[src/rtl/hit_payload_framer.sv]
// Captures PAYLOAD_W serial bits after each detector hit and presents them as a word on a valid/ready port.
// Keeps saturating counts of frames started and of completed frames dropped because the output word was still pending.
module hit_payload_framer #(
  parameter int PAYLOAD_W = 8,
  parameter int CNT_W     = 16
) (
  input  logic                 clk,
  input  logic                 reset,
  input  logic                 bit_in,
  input  logic                 hit,
  input  logic                 clear_stats,
  output logic                 m_valid,
  input  logic                 m_ready,
  output logic [PAYLOAD_W-1:0] m_data,
  output logic [CNT_W-1:0]     frame_count,
  output logic [CNT_W-1:0]     drop_count,
  output logic                 overflow
);

  localparam int BC_W = $clog2(PAYLOAD_W + 1);
  localparam logic [BC_W-1:0]  LAST_CNT = BC_W'(PAYLOAD_W - 1);
  localparam logic [CNT_W-1:0] CNT_MAX  = '1;

  typedef enum logic {
    IDLE    = 1'b0,
    CAPTURE = 1'b1
  } state_t;

  state_t               state, state_nxt;
  logic [BC_W-1:0]      bit_cnt, bit_cnt_nxt;
  logic [PAYLOAD_W-1:0] shreg, shreg_nxt;
  logic [PAYLOAD_W-1:0] shifted;
  logic                 frame_start;
  logic                 frame_done;
  logic                 out_free;
  logic                 drop;

  // First bit enters at the LSB and ends up in the MSB after PAYLOAD_W shifts.
  assign shifted  = {shreg[PAYLOAD_W-2:0], bit_in};
  assign out_free = !m_valid || m_ready;
  assign drop     = frame_done && !out_free;

  always_ff @(posedge clk) begin
    if (reset) begin
      state   <= IDLE;
      bit_cnt <= '0;
      shreg   <= '0;
    end else begin
      state   <= state_nxt;
      bit_cnt <= bit_cnt_nxt;
      shreg   <= shreg_nxt;
    end
  end

  always_comb begin
    state_nxt   = state;
    bit_cnt_nxt = bit_cnt;
    shreg_nxt   = shreg;
    frame_start = 1'b0;
    frame_done  = 1'b0;
    case (state)
      IDLE: begin
        if (hit) begin
          state_nxt   = CAPTURE;
          bit_cnt_nxt = BC_W'(1);
          shreg_nxt   = shifted;
          frame_start = 1'b1;
        end
      end
      CAPTURE: begin
        // hit is deliberately not looked at here; overlapping matches never restart a frame.
        shreg_nxt = shifted;
        if (bit_cnt == LAST_CNT) begin
          state_nxt   = IDLE;
          bit_cnt_nxt = '0;
          frame_done  = 1'b1;
        end else begin
          bit_cnt_nxt = bit_cnt + BC_W'(1);
        end
      end
      default: begin
        state_nxt   = IDLE;
        bit_cnt_nxt = '0;
      end
    endcase
  end

  // A completing frame may reuse the register in the same cycle the consumer pops it.
  always_ff @(posedge clk) begin
    if (reset) begin
      m_valid <= 1'b0;
      m_data  <= '0;
    end else if (frame_done && out_free) begin
      m_valid <= 1'b1;
      m_data  <= shifted;
    end else if (m_valid && m_ready) begin
      m_valid <= 1'b0;
    end
  end

  always_ff @(posedge clk) begin
    if (reset || clear_stats) begin
      frame_count <= '0;
      drop_count  <= '0;
      overflow    <= 1'b0;
    end else begin
      if (frame_start && frame_count != CNT_MAX) begin
        frame_count <= frame_count + CNT_W'(1);
      end
      if (drop && drop_count != CNT_MAX) begin
        drop_count <= drop_count + CNT_W'(1);
      end
      if (drop) begin
        overflow <= 1'b1;
      end
    end
  end

endmodule

[config.mk]
export PLATFORM = sky130hd
export DESIGN_NAME = hit_payload_framer
export DESIGN_NICKNAME = d
export VERILOG_FILES = /design/src/rtl/hit_payload_framer.sv
export SDC_FILE = /design/constraint.sdc
export NUM_CORES = 1
export LEC_CHECK = 0
export ABC_AREA = 1
export CORE_MARGIN = 10
export CORE_UTILIZATION = 40
export DETAILED_ROUTE_END_ITERATION = 8
export PLACE_DENSITY_LB_ADDON = 0.05
export SLEW_MARGIN = 25
export SYNTH_ARGS = -nofsm -noshare
export SYNTH_HDL_FRONTEND = slang
export SYNTH_SLANG_ARGS = --single-unit
[constraint.sdc]
create_clock -name clk -period 2 [get_ports clk]
set_clock_uncertainty 0.1 [all_clocks]
set_input_delay 0.3 -clock clk [delete_from_list [all_inputs] [get_ports clk]]
set_output_delay 0.3 -clock clk [all_outputs]
set_load 0.05 [all_outputs]
==> results of run 1 <==
## timing repair
item	in CTS	in global routing
gates resized for setup	0	4
setup endpoints to repair	0	4
hold buffers	0	0
## power groups by stage
stage                     clock [uW]  sequential (uW)  combinational, uW
after CTS                        699             1110                103
after global routing             734             1110                116
after global placement             0             1130                101
after detailed placement           0             1130                103
after floorplan                    0             1130               67.3
final                            663             1110                101
## per-layer routing
| metal | wire length, um | GRT usage | up-vias |
|---|---|---|---|
| li1 | - | - | 1438 |
| met1 | 3380 | 0.159 | 1226 |
| met2 | 3120 | 0.204 | 60 |
| met3 | 407 | 0.0405 | 6 |
| met4 | 64 | 0.0314 | 0 |
| met5 | 0 | 0 | - |
## flip-flops by register name, indices dropped and copies added, names as in the netlist
name	count
drop_count	16
frame_count	16
m_data	8
shreg	7
bit_cnt	4
m_valid	1
overflow	1
state	1
## cell families after synthesis
logic type      after synthesis
compound gates               48
flops                        54
xor+xnor                      3
fa+ha+maj                     3
buf+inv                      45
simple gates                267
## worst min-delay path by stage
| stage | slack, ns | endpoint | start | depth (start not counted) |
|---|---|---|---|---|
| 3_5_place_dp | 0.36 | overflow | overflow | 2 |
| 3_3_place_gp | 0.36 | overflow | overflow | 2 |
| 2_1_floorplan | 0.27 | bit_cnt[1] | reset | 1 |
| 6_report | 0.39 | bit_cnt[1] | bit_cnt[1] | 2 |
| 5_1_grt | 0.42 | overflow | overflow | 2 |
| 4_1_cts | 0.39 | bit_cnt[1] | bit_cnt[1] | 2 |
## area by class of cell
class	count	area [sq um]
clock buffer	5	68.8
fill	721	3410
timing repair buffer	52	450
clock inverter	3	26.3
sequential	54	1080
inverter	37	139
tap	96	120
multi-input combinational	321	1610
## per-stage QoR
step	worst slack (ns)	hold WS, ns	instance area, sq um	util
2_1_floorplan	0.0689	0.269	2900	-
3_3_place_gp	0.218	0.356	3390	0.491
3_5_place_dp	0.188	0.362	3390	0.491
4_1_cts	0.00927	0.390	3480	0.504
5_1_grt	0.000777	0.423	3490	0.506
6_report	0.0412	0.389	3490	0.506
## synthesized netlist by cell type (2+ instances only)
| cell type | count | area, sq um |
|---|---|---|
| sky130_fd_sc_hd__dfxtp_1 | 54 | 1080 |
| sky130_fd_sc_hd__nor2_2 | 19 | 119 |
| sky130_fd_sc_hd__nand2_4 | 2 | 22.5 |
| sky130_fd_sc_hd__nand2_1 | 85 | 319 |
| sky130_fd_sc_hd__nand2_2 | 6 | 37.5 |
| sky130_fd_sc_hd__buf_6 | 5 | 56.3 |
| sky130_fd_sc_hd__nand3_4 | 2 | 35.0 |
| sky130_fd_sc_hd__nand3_1 | 25 | 125 |
| sky130_fd_sc_hd__nor2_4 | 6 | 67.6 |
| sky130_fd_sc_hd__inv_1 | 30 | 113 |
| sky130_fd_sc_hd__a21oi_1 | 23 | 115 |
| sky130_fd_sc_hd__nand4_1 | 5 | 31.3 |
| sky130_fd_sc_hd__o21ai_0 | 20 | 100 |
| sky130_fd_sc_hd__ha_1 | 3 | 37.5 |
| sky130_fd_sc_hd__inv_2 | 6 | 22.5 |
| sky130_fd_sc_hd__xor2_1 | 3 | 26.3 |
| sky130_fd_sc_hd__nand3_2 | 10 | 100 |
| sky130_fd_sc_hd__nor2_1 | 102 | 383 |
==> parameters.txt, run 1 <==
Parameter                              Value

Clock tree
  CTS tree ... done
  Clock-pin slew on the worst setup and hold paths ... 0.11 ns
  Clock Sinks ... 54
  H-tree depth ... 2
  Clock insertion delay at the later pin of the skew report ... 0.32 ns
  CTS buffer count ... 5
  Post-CTS repair timing setup buffer count ... 0
  Deepest clock path buffer count ... 2
  Clock root buffer ... sky130_fd_sc_hd__clkbuf_8

Final layout
  Fin cells ... 568
  Commonest non-fill, non-tap cell in the layout ... sky130_fd_sc_hd__nor2_1
  Fraction of layout instances using a drive strength above 1 ... 0.199
  ANT cells ... 0
  Most frequent cells in the layout ... 102 x sky130_fd_sc_hd__nor2_1, 85 x sky130_fd_sc_hd__nand2_1, 54 x sky130_fd_sc_hd__dfxtp_1
  Final layout net count ... 480
  Synth-to-layout area growth ... 20.4%

Critical path
  WP data arrival ... about 1.6 ns
  Register-to-Register Path Depth ... 8
  Critical path peak fanout ... 4
  Critical path endpoint ... drop_count[15]
  Endpoint of the worst register-to-register path ... drop_count[2]
  Worst endpoint required time ... 1.60 ns
  Critical path depth ... 1
  Crit start category ... flip-flop
  Highest cell delay on the worst timing path ... 0.83 ns
  Cell with the largest stage delay on the worst path ... sky130_fd_sc_hd__clkdlybuf4s50_1
  Worst path cell trace ... clkdlybuf4s50_1
  Launching element of the worst setup path ... drop_count[15]
  Type of the worst setup path ... flip-flop to primary output
  Worst setup EP type ... primary output
  Crit path max-delay family ... buffers and inverters
  Source of the worst register-to-register timing path ... drop_count[1]
  Number of buffer and inverter instances along the worst setup path ... 1
  Worst reg2reg setup slack ... 0.27 ns

Route
  Post-detailed-route count of antenna-violating nets ... 0
  Number of vias in the routed layout ... between 2,000 and 3,000
  Initial DRT Pass Iterations ... 4
  Remaining design rule violation count ... 0
  Post-Route WL ... 6.97 mm
  Iteration-0 DRC Markers ... around 130
  Average routed wire per standard cell ... roughly 12 um
  DR vias/cell ... between 4 and 5

Power
  Pwr dens ... 536 nW/um^2
  Reported leakage power ... around 0.0014 uW
  Clock network fraction of total power ... 0.354
  Comb power frac ... 0.054
  Net switching component of the power ... 482 uW
  Pwr Total ... 1870 uW
  Largest voltage drop on the vdd net ... 0.000378 V
  Switching Share ... 0.257
  Internal Power ... between 1000 and 1500 uW
  Fraction of power consumed by sequential logic ... 0.592

STA
  Final hold viol count ... 0
  RSZ-0062 raised after global routing ... no
  Remaining max-slew budget at the tightest pin ... 0.656
  Measured slew at the worst slew-check pin ... ~0.52 ns
  Crit share post-route ... 0.979
  Fin crit period ... about 2.0 ns
  Sum Neg Setup Slack ... 0 ns
  Max-slew violation count ... 0
  Count of endpoints failing setup in the final report ... 0
  Highest clock rate ... around 510 MHz

Place
  Estimated wirelength of the detail-placed design ... 5.30 mm
  Port bufs ... 47
  Instance count after placement with tap cells included ... between 500 and 600
  Gp weighted congestion ... 0.848

Yosys
  Netlist area before placement ... 2900 sq um
  Proportion of register bits with asynchronous set or reset after synthesis ... 0
  Share of the synthesized netlist area taken by xor and xnor gates ... 0.00906
  Combinational family with the most area after synthesis ... simple AND/OR/NAND/NOR gates
  Predominant post-synthesis flop cell ... sky130_fd_sc_hd__dfxtp_1
  Fraction of synthesized area in multiplexers ... 0
  Total of warnings raised by yosys ... 0
  Syn_nets ... 429
  Number of distinct library cells after synthesis ... 32
  Number of synthesized flops with an enable pin ... 0
  Count of mapped cells out of synthesis ... 420
  Synthesized-area fraction occupied by ao, oa, aoi and oai cells ... 0.0871
  Fraction of the mapped netlist area in simple logic gates ... 0.445
  Part of the Yosys area used for sequential elements ... 0.373
  Post-Synth Adder-Cell Area ... 0.0129
  Avg Cell Area, Syn ... 6.91 sq um
  Count of state elements after synthesis ... 54

Die
  I/O pin count ... 48
  Area enclosed by the die boundary ... 11,100 sq um
  Std-Cell Core Area ... slightly below 7000 sq um
  Width of the die ... 105 um
  Starting density of the core ... 0.420
  FP Rows ... 30
  Die Span Y ... roughly 110 um

Worst hold path
  Class of the tightest hold or removal check ... flip-flop to flip-flop

Global route
  Number of global-route vias before repair ... roughly 2,500
  Global-route total usage across every layer ... 0.126
  Grt total ovfl ... 0
  Maximum number of pins on one net before global-route repair ... 24
  First-pass GRT wire length ... 12.0 mm
  Antenna violations before repair ... 0

Outcome
  Run status ... finished, final reports clean

Run
  Number of max-cap violations ... 0
Power figures use the tool's default switching activity.
==> inputs of run 2 (changes only) <==
--- a/config.mk
+++ b/config.mk
@@ -7,7 +7,7 @@
 export LEC_CHECK = 0
 export ABC_AREA = 1
 export CORE_MARGIN = 10
-export CORE_UTILIZATION = 40
+export CORE_UTILIZATION = 53
 export DETAILED_ROUTE_END_ITERATION = 8
 export PLACE_DENSITY_LB_ADDON = 0.05
 export SLEW_MARGIN = 25
==> run 2 against run 1 <==
  * Register-to-register slack barely moved
  * Combinational power barely moved
  * Die area decreased by 20%
  * Cell area decreased by 0.86%
  * Critical endpoint is now drop_count[14]
  * Critical path depth unchanged
  * Final cell count fell by 4.9%
  * Critical path type unchanged
  * Highest routed layer unchanged
==> parameters.txt, run 2 (synthesis results as in run 1) <==
Parameter                              Value

Outcome
  Run status ... finished, final reports clean

Route
  Initial DRT Pass Iterations ... 4
  Post-Route WL ... 6.78 mm
  Average routed wire per standard cell ... 12.5 um
  Remaining design rule violation count ... 0
  Post-detailed-route count of antenna-violating nets ... 0
  Iteration-0 DRC Markers ... 89
  Number of vias in the routed layout ... around 2,800
  DR vias/cell ... 5.11

Clock tree
  Clock root buffer ... sky130_fd_sc_hd__clkbuf_8
  Deepest clock path buffer count ... 2
  Clock Sinks ... 54
  Clock insertion delay at the later pin of the skew report ... 0.31 ns
  H-tree depth ... 2
  CTS buffer count ... 5
  Clock-pin slew on the worst setup and hold paths ... 0.11 ns
  CTS tree ... done

Die
  Starting density of the core ... 0.557
  Area enclosed by the die boundary ... between 8000 and 9000 sq um
  I/O pin count ... 48
  Std-Cell Core Area ... 5200 sq um
  Die Span Y ... ~94 um
  Width of the die ... 94.0 um
  FP Rows ... 26

Global route
  Number of global-route vias before repair ... ~2,600
  Maximum number of pins on one net before global-route repair ... 28
  Global-route total usage across every layer ... 0.161
  Grt total ovfl ... 0
  First-pass GRT wire length ... about 12 mm
  Antenna violations before repair ... 0

Worst hold path
  Class of the tightest hold or removal check ... flip-flop to flip-flop
  Number of cells traversed by the worst hold path ... 2
  Beginning of the worst hold path ... bit_cnt[1]
  Worst Hold Endpoint ... bit_cnt[1]

Critical path
  Worst path cell trace ... clkdlybuf4s50_1
  Highest cell delay on the worst timing path ... 0.83 ns
  WP data arrival ... 1.54 ns
  Number of buffer and inverter instances along the worst setup path ... 1
  Worst endpoint required time ... 1.60 ns
  Cell with the largest stage delay on the worst path ... sky130_fd_sc_hd__clkdlybuf4s50_1
  Worst setup EP type ... primary output
  Endpoint of the worst register-to-register path ... drop_count[2]
  Source of the worst register-to-register timing path ... drop_count[0]
  Crit start category ... flip-flop
  Critical path peak fanout ... 4
  Launching element of the worst setup path ... drop_count[14]
  Worst reg2reg setup slack ... about 0.26 ns
  Crit path max-delay family ... buffers and inverters
  Register-to-Register Path Depth ... 8
  Type of the worst setup path ... flip-flop to primary output

Final layout
  Most frequent cells in the layout ... 102 x sky130_fd_sc_hd__nor2_1, 85 x sky130_fd_sc_hd__nand2_1, 54 x sky130_fd_sc_hd__dfxtp_1
  ANT cells ... 0
  Fraction of layout instances using a drive strength above 1 ... 0.191
  Final layout net count ... around 480
  Commonest non-fill, non-tap cell in the layout ... sky130_fd_sc_hd__nor2_1
  Fill cell total of the finished layout ... 481
  Synth-to-layout area growth ... 19.4%
  Largest registers ranked by flip-flop count ... drop_count (16), frame_count (16), m_data (8)

Place
  Estimated wirelength of the detail-placed design ... 5.21 mm
  Gp weighted congestion ... 0.875
  Setup WS pre-CTS ... 0.191 ns
  Port bufs ... 47

STA
  Sum Neg Setup Slack ... 0 ns
  Final hold viol count ... 0
  Fin crit period ... between 1.5 and 2 ns
  Measured slew at the worst slew-check pin ... between 0.5 and 0.6 ns
  Remaining max-slew budget at the tightest pin ... 0.657
  Count of endpoints failing setup in the final report ... 0
  Max-slew violation count ... 0
  RSZ-0062 raised after global routing ... no
  Crit share post-route ... 0.970
  Post-layout worst setup margin ... 0.0592 ns
  Highest clock rate ... 515 MHz

Power
  Reported leakage power ... between 0.001 and 0.0015 uW
  Pwr dens ... 540 nW/um^2
  Largest voltage drop on the vdd net ... roughly 0.00035 V

Run
  Number of max-cap violations ... 0
## run 2: layer usage
layer  global-route usage  vias to the layer above  part of all wire
met2                0.272                       62              0.48
met1                0.196                     1254              0.46
met3               0.0392                        8             0.051
met4               0.0519                        0             0.012
met5                    0                        -                 0
li1                     -                     1438                 -
## run 2: worst max path at each step
stage                     cells past startpoint               to
final                                         1   drop_count[14]
after global placement                        7    drop_count[1]
after floorplan                               7    drop_count[6]
after global routing                          1   drop_count[14]
after CTS                                     1   drop_count[11]
after detailed placement                      8  frame_count[13]
## run 2: layout make-up
class,instances,area [sq um],area share
Inverter,37,139,0.0401
Clock buffer,5,68.8,0.0199
Tap cell,70,87.6,0.0253
Sequential cell,54,1080,0.312
Clock inverter,3,28.8,0.00831
Multi-Input combinational cell,321,1610,0.464
Timing Repair Buffer,50,450,0.130
## run 2: where the power goes
part           switching (uW)  internal (uW)  total [uW]
Sequential               16.1           1090        1110
Clock                     397            260         657
Combinational            64.4           38.8         103
Total                     477           1390        1870
## run 2: what timing repair did
action                                  in CTS  in global routing
setup buffers                                0                  0
endpoints found under the hold margin        0                  0
endpoints found under the setup margin       0                  3
hold buffers                                 0                  0
resized for setup                            0                  3
## run 2: through the flow
step	total power [uW]	util	cells	instance area, sq um	hold WS, ns
floorplan	1200	-	420	2900	0.269
global placement	1230	0.645	532	3360	0.358
detailed placement	1240	0.645	532	3360	0.382
CTS	1890	0.664	540	3460	0.399
global route	1950	0.665	540	3460	0.429
finish	1870	0.665	540	3460	0.395
==> inputs of run 3 (changes only) <==
--- a/config.mk
+++ b/config.mk
@@ -5,9 +5,9 @@
 export SDC_FILE = /design/constraint.sdc
 export NUM_CORES = 1
 export LEC_CHECK = 0
-export ABC_AREA = 1
+export CORE_ASPECT_RATIO = 1.75
 export CORE_MARGIN = 10
-export CORE_UTILIZATION = 53
+export CORE_UTILIZATION = 52
 export DETAILED_ROUTE_END_ITERATION = 8
 export PLACE_DENSITY_LB_ADDON = 0.05
 export SLEW_MARGIN = 25
==> run 3 against run 2 <==
  * Sequential share of layout area increased by 2.4 points
  * Largest cell class unchanged
  * Via count fell by 11%
  * Synthesized cell count down 30%
  * Wire length down 5.3%
  * Clock power is 2% lower
==> parameters.txt, run 3 <==
Parameter                              Value

Final layout
  Largest registers ranked by flip-flop count ... drop_count (16), frame_count (16), m_data (8)
  Most frequent cells in the layout ... 49 x sky130_fd_sc_hd__dfxtp_1, 44 x sky130_fd_sc_hd__buf_4, 34 x sky130_fd_sc_hd__a21oi_1
  Final layout net count ... around 360
  Post-layout utilization of the core ... 0.688
  Fill cell total of the finished layout ... 404
  ANT cells ... 0
  Synth-to-layout area growth ... 26.6%
  Fraction of layout instances using a drive strength above 1 ... 0.198
  Commonest non-fill, non-tap cell in the layout ... sky130_fd_sc_hd__dfxtp_1

Critical path
  WP data arrival ... 1.55 ns
  Crit path max-delay family ... buffers and inverters
  Crit start category ... flip-flop
  Worst endpoint required time ... 1.60 ns
  Worst setup EP type ... primary output
  Cell with the largest stage delay on the worst path ... sky130_fd_sc_hd__clkdlybuf4s50_1
  Number of buffer and inverter instances along the worst setup path ... 1
  Type of the worst setup path ... flip-flop to primary output
  Worst path cell trace ... clkdlybuf4s50_1
  Critical path peak fanout ... 5
  Worst reg2reg setup slack ... 0.09 ns
  Highest cell delay on the worst timing path ... 0.83 ns
  Source of the worst register-to-register timing path ... bit_cnt[1]
  Endpoint of the worst register-to-register path ... drop_count[14]
  Register-to-Register Path Depth ... 6

Yosys
  Part of the Yosys area used for sequential elements ... 0.423
  Proportion of register bits with asynchronous set or reset after synthesis ... 0
  Combinational family with the most area after synthesis ... simple AND/OR/NAND/NOR gates
  Total of warnings raised by yosys ... 0
  Most used standard cells in the synthesized netlist ... 54 x sky130_fd_sc_hd__dfxtp_1, 34 x sky130_fd_sc_hd__a21oi_1, 30 x sky130_fd_sc_hd__nand2_1
  Predominant post-synthesis flop cell ... sky130_fd_sc_hd__dfxtp_1
  Syn_nets ... roughly 300
  Fraction of synthesized area in multiplexers ... 0.0509
  Number of synthesized flops with an enable pin ... 0
  Avg Cell Area, Syn ... 8.72 sq um
  Share of the synthesized netlist area taken by xor and xnor gates ... 0
  Count leader, synth ... sky130_fd_sc_hd__dfxtp_1
  Top area cells in the synthesized netlist ... sky130_fd_sc_hd__dfxtp_1 42%, sky130_fd_sc_hd__a21oi_1 6.7%, sky130_fd_sc_hd__mux2i_1 5.1%
  Dominant cell type by area after synthesis ... sky130_fd_sc_hd__dfxtp_1
  Count of mapped cells out of synthesis ... approximately 290
  Count of state elements after synthesis ... 54
  Post-Synth Adder-Cell Area ... 0.0147
  Post-synth top area share ... 0.423
  Fraction of the mapped netlist area in simple logic gates ... 0.304
  Synthesized-area fraction occupied by ao, oa, aoi and oai cells ... 0.173
  Number of distinct library cells after synthesis ... 45
  Netlist area before placement ... ~2600 sq um

Clock tree
  Clock Sinks ... 54
  Clock root buffer ... sky130_fd_sc_hd__clkbuf_8
  Deepest clock path buffer count ... 2
  CTS tree ... done
  Clock insertion delay at the later pin of the skew report ... 0.31 ns
  Post-CTS repair timing setup buffer count ... 0
  Clock-pin slew on the worst setup and hold paths ... 0.10 ns
  H-tree depth ... 2
  CTS buffer count ... 5

Die
  I/O pin count ... between 40 and 50
  Width of the die ... between 70 and 80 um
  FP Rows ... 33
  Die Span Y ... 113 um
  Std-Cell Core Area ... 4710 sq um
  Area enclosed by the die boundary ... 8230 sq um
  Starting density of the core ... 0.543

Power
  Pwr dens ... 566 nW/um^2
  Largest voltage drop on the vdd net ... 0.000478 V
  Reported leakage power ... 0.00119 uW

Run
  Number of max-cap violations ... 0

Route
  Top Metal Used ... met4
  Post-detailed-route count of antenna-violating nets ... 0
  Remaining design rule violation count ... 0
  Post-Route WL ... about 6.4 mm
  Average routed wire per standard cell ... about 16 um
  DR vias/cell ... 6.04
  Iteration-0 DRC Markers ... 173
  Met2 wirelength from detailed routing ... 3.42 mm
  Number of vias in the routed layout ... 2,452
  DRT met1 WL ... 2.63 mm
  Initial DRT Pass Iterations ... 4
  Met3 routed WL ... 296 um

Place
  Gp weighted congestion ... 0.867
  Port bufs ... between 40 and 50
  Estimated wirelength of the detail-placed design ... slightly below 5 mm

Global route
  Maximum number of pins on one net before global-route repair ... 16
  First-pass GRT wire length ... ~11 mm
  Antenna violations before repair ... 0
  Grt total ovfl ... 0
  Global-route total usage across every layer ... 0.154
  Number of global-route vias before repair ... 2,382

STA
  Sum Neg Setup Slack ... 0 ns
  Final hold viol count ... 0
  Highest clock rate ... 514 MHz
  Count of endpoints failing setup in the final report ... 0
  Remaining max-slew budget at the tightest pin ... 0.653
  Fin crit period ... 1.95 ns
  RSZ-0062 raised after global routing ... no
  Measured slew at the worst slew-check pin ... 0.519 ns
  Crit share post-route ... 0.973
  Post-Route Hold Slack ... 0.362 ns
  Max-slew violation count ... 0

Worst hold path
  Beginning of the worst hold path ... shreg[6]
  Class of the tightest hold or removal check ... flip-flop to flip-flop
  Number of cells traversed by the worst hold path ... 2
  Worst Hold Endpoint ... shreg[6]

Outcome
  Run status ... finished, final reports clean
-- run 3: worst max path at each step --
stage | cells past startpoint | end | slack [ns] | from
2_1_floorplan | 4 | drop_count[11] | 0.04 | drop_count[2]
3_3_place_gp | 6 | drop_count[11] | 0.04 | m_ready
3_5_place_dp | 6 | drop_count[11] | -0.009 | m_ready
4_1_cts | 1 | drop_count[11] | 0.01 | drop_count[11]
5_1_grt | 5 | drop_count[9] | 0.003 | bit_cnt[1]
6_report | 1 | drop_count[14] | 0.05 | drop_count[14]
-- run 3: cell families after synthesis --
logic type	Yosys count
buffers and inverters	19
adders and majority gates	3
muxes	13
and+or+nand+nor	133
DFF	54
AOI/OAI and AO/OA	71
-- run 3: worst min-delay path: cells and delay by family, from the launching register on --
kind | cells | cell delay (ns)
DFF | 1 | 0.32
and+or+nand+nor | 1 | 0.05
AOI/OAI and AO/OA | 1 | 0.05
-- run 3: cell type report --
cell class | instances | area [sq um] | area share
clock buffers | 7 | 86.3 | 0.0267
flip-flops and latches | 54 | 1090 | 0.336
multi-input cells | 220 | 1390 | 0.430
well taps | 52 | 65.1 | 0.0201
inverters | 3 | 11.3 | 0.00348
repair buffers | 69 | 591 | 0.182
clock inverters | 1 | 5.00 | 0.00155
-- run 3: timing repair --
item | 4_1_cts | 5_1_grt
hold buffers | 0 | 0
gates resized for setup | 0 | 7
endpoints found under the setup margin | 0 | 14
-- run 3: metrics by stage --
step | cells | power [uW] | area [sq um] | worst slack (ns)
final | 406 | 1830 | 3240 | 0.0541
after global routing | 406 | 1900 | 3240 | 0.00314
after CTS | 406 | 1850 | 3220 | 0.0116
after detailed placement | 398 | 1220 | 3130 | -0.00945
after global placement | 398 | 1210 | 3130 | 0.0408
after floorplan | 293 | 1170 | 2560 | 0.0399
-- run 3: where the power goes --
group | internal (uW) | switching, uW
combinational | 44.0 | 55.9
sequential | 1080 | 7.13
clock | 281 | 360
-- run 3: metal layers --
metal,track usage,vias up
met2,0.279,42
met1,0.162,1170
met3,0.0429,10
met5,0,-
met4,0.0534,0
li1,-,1230
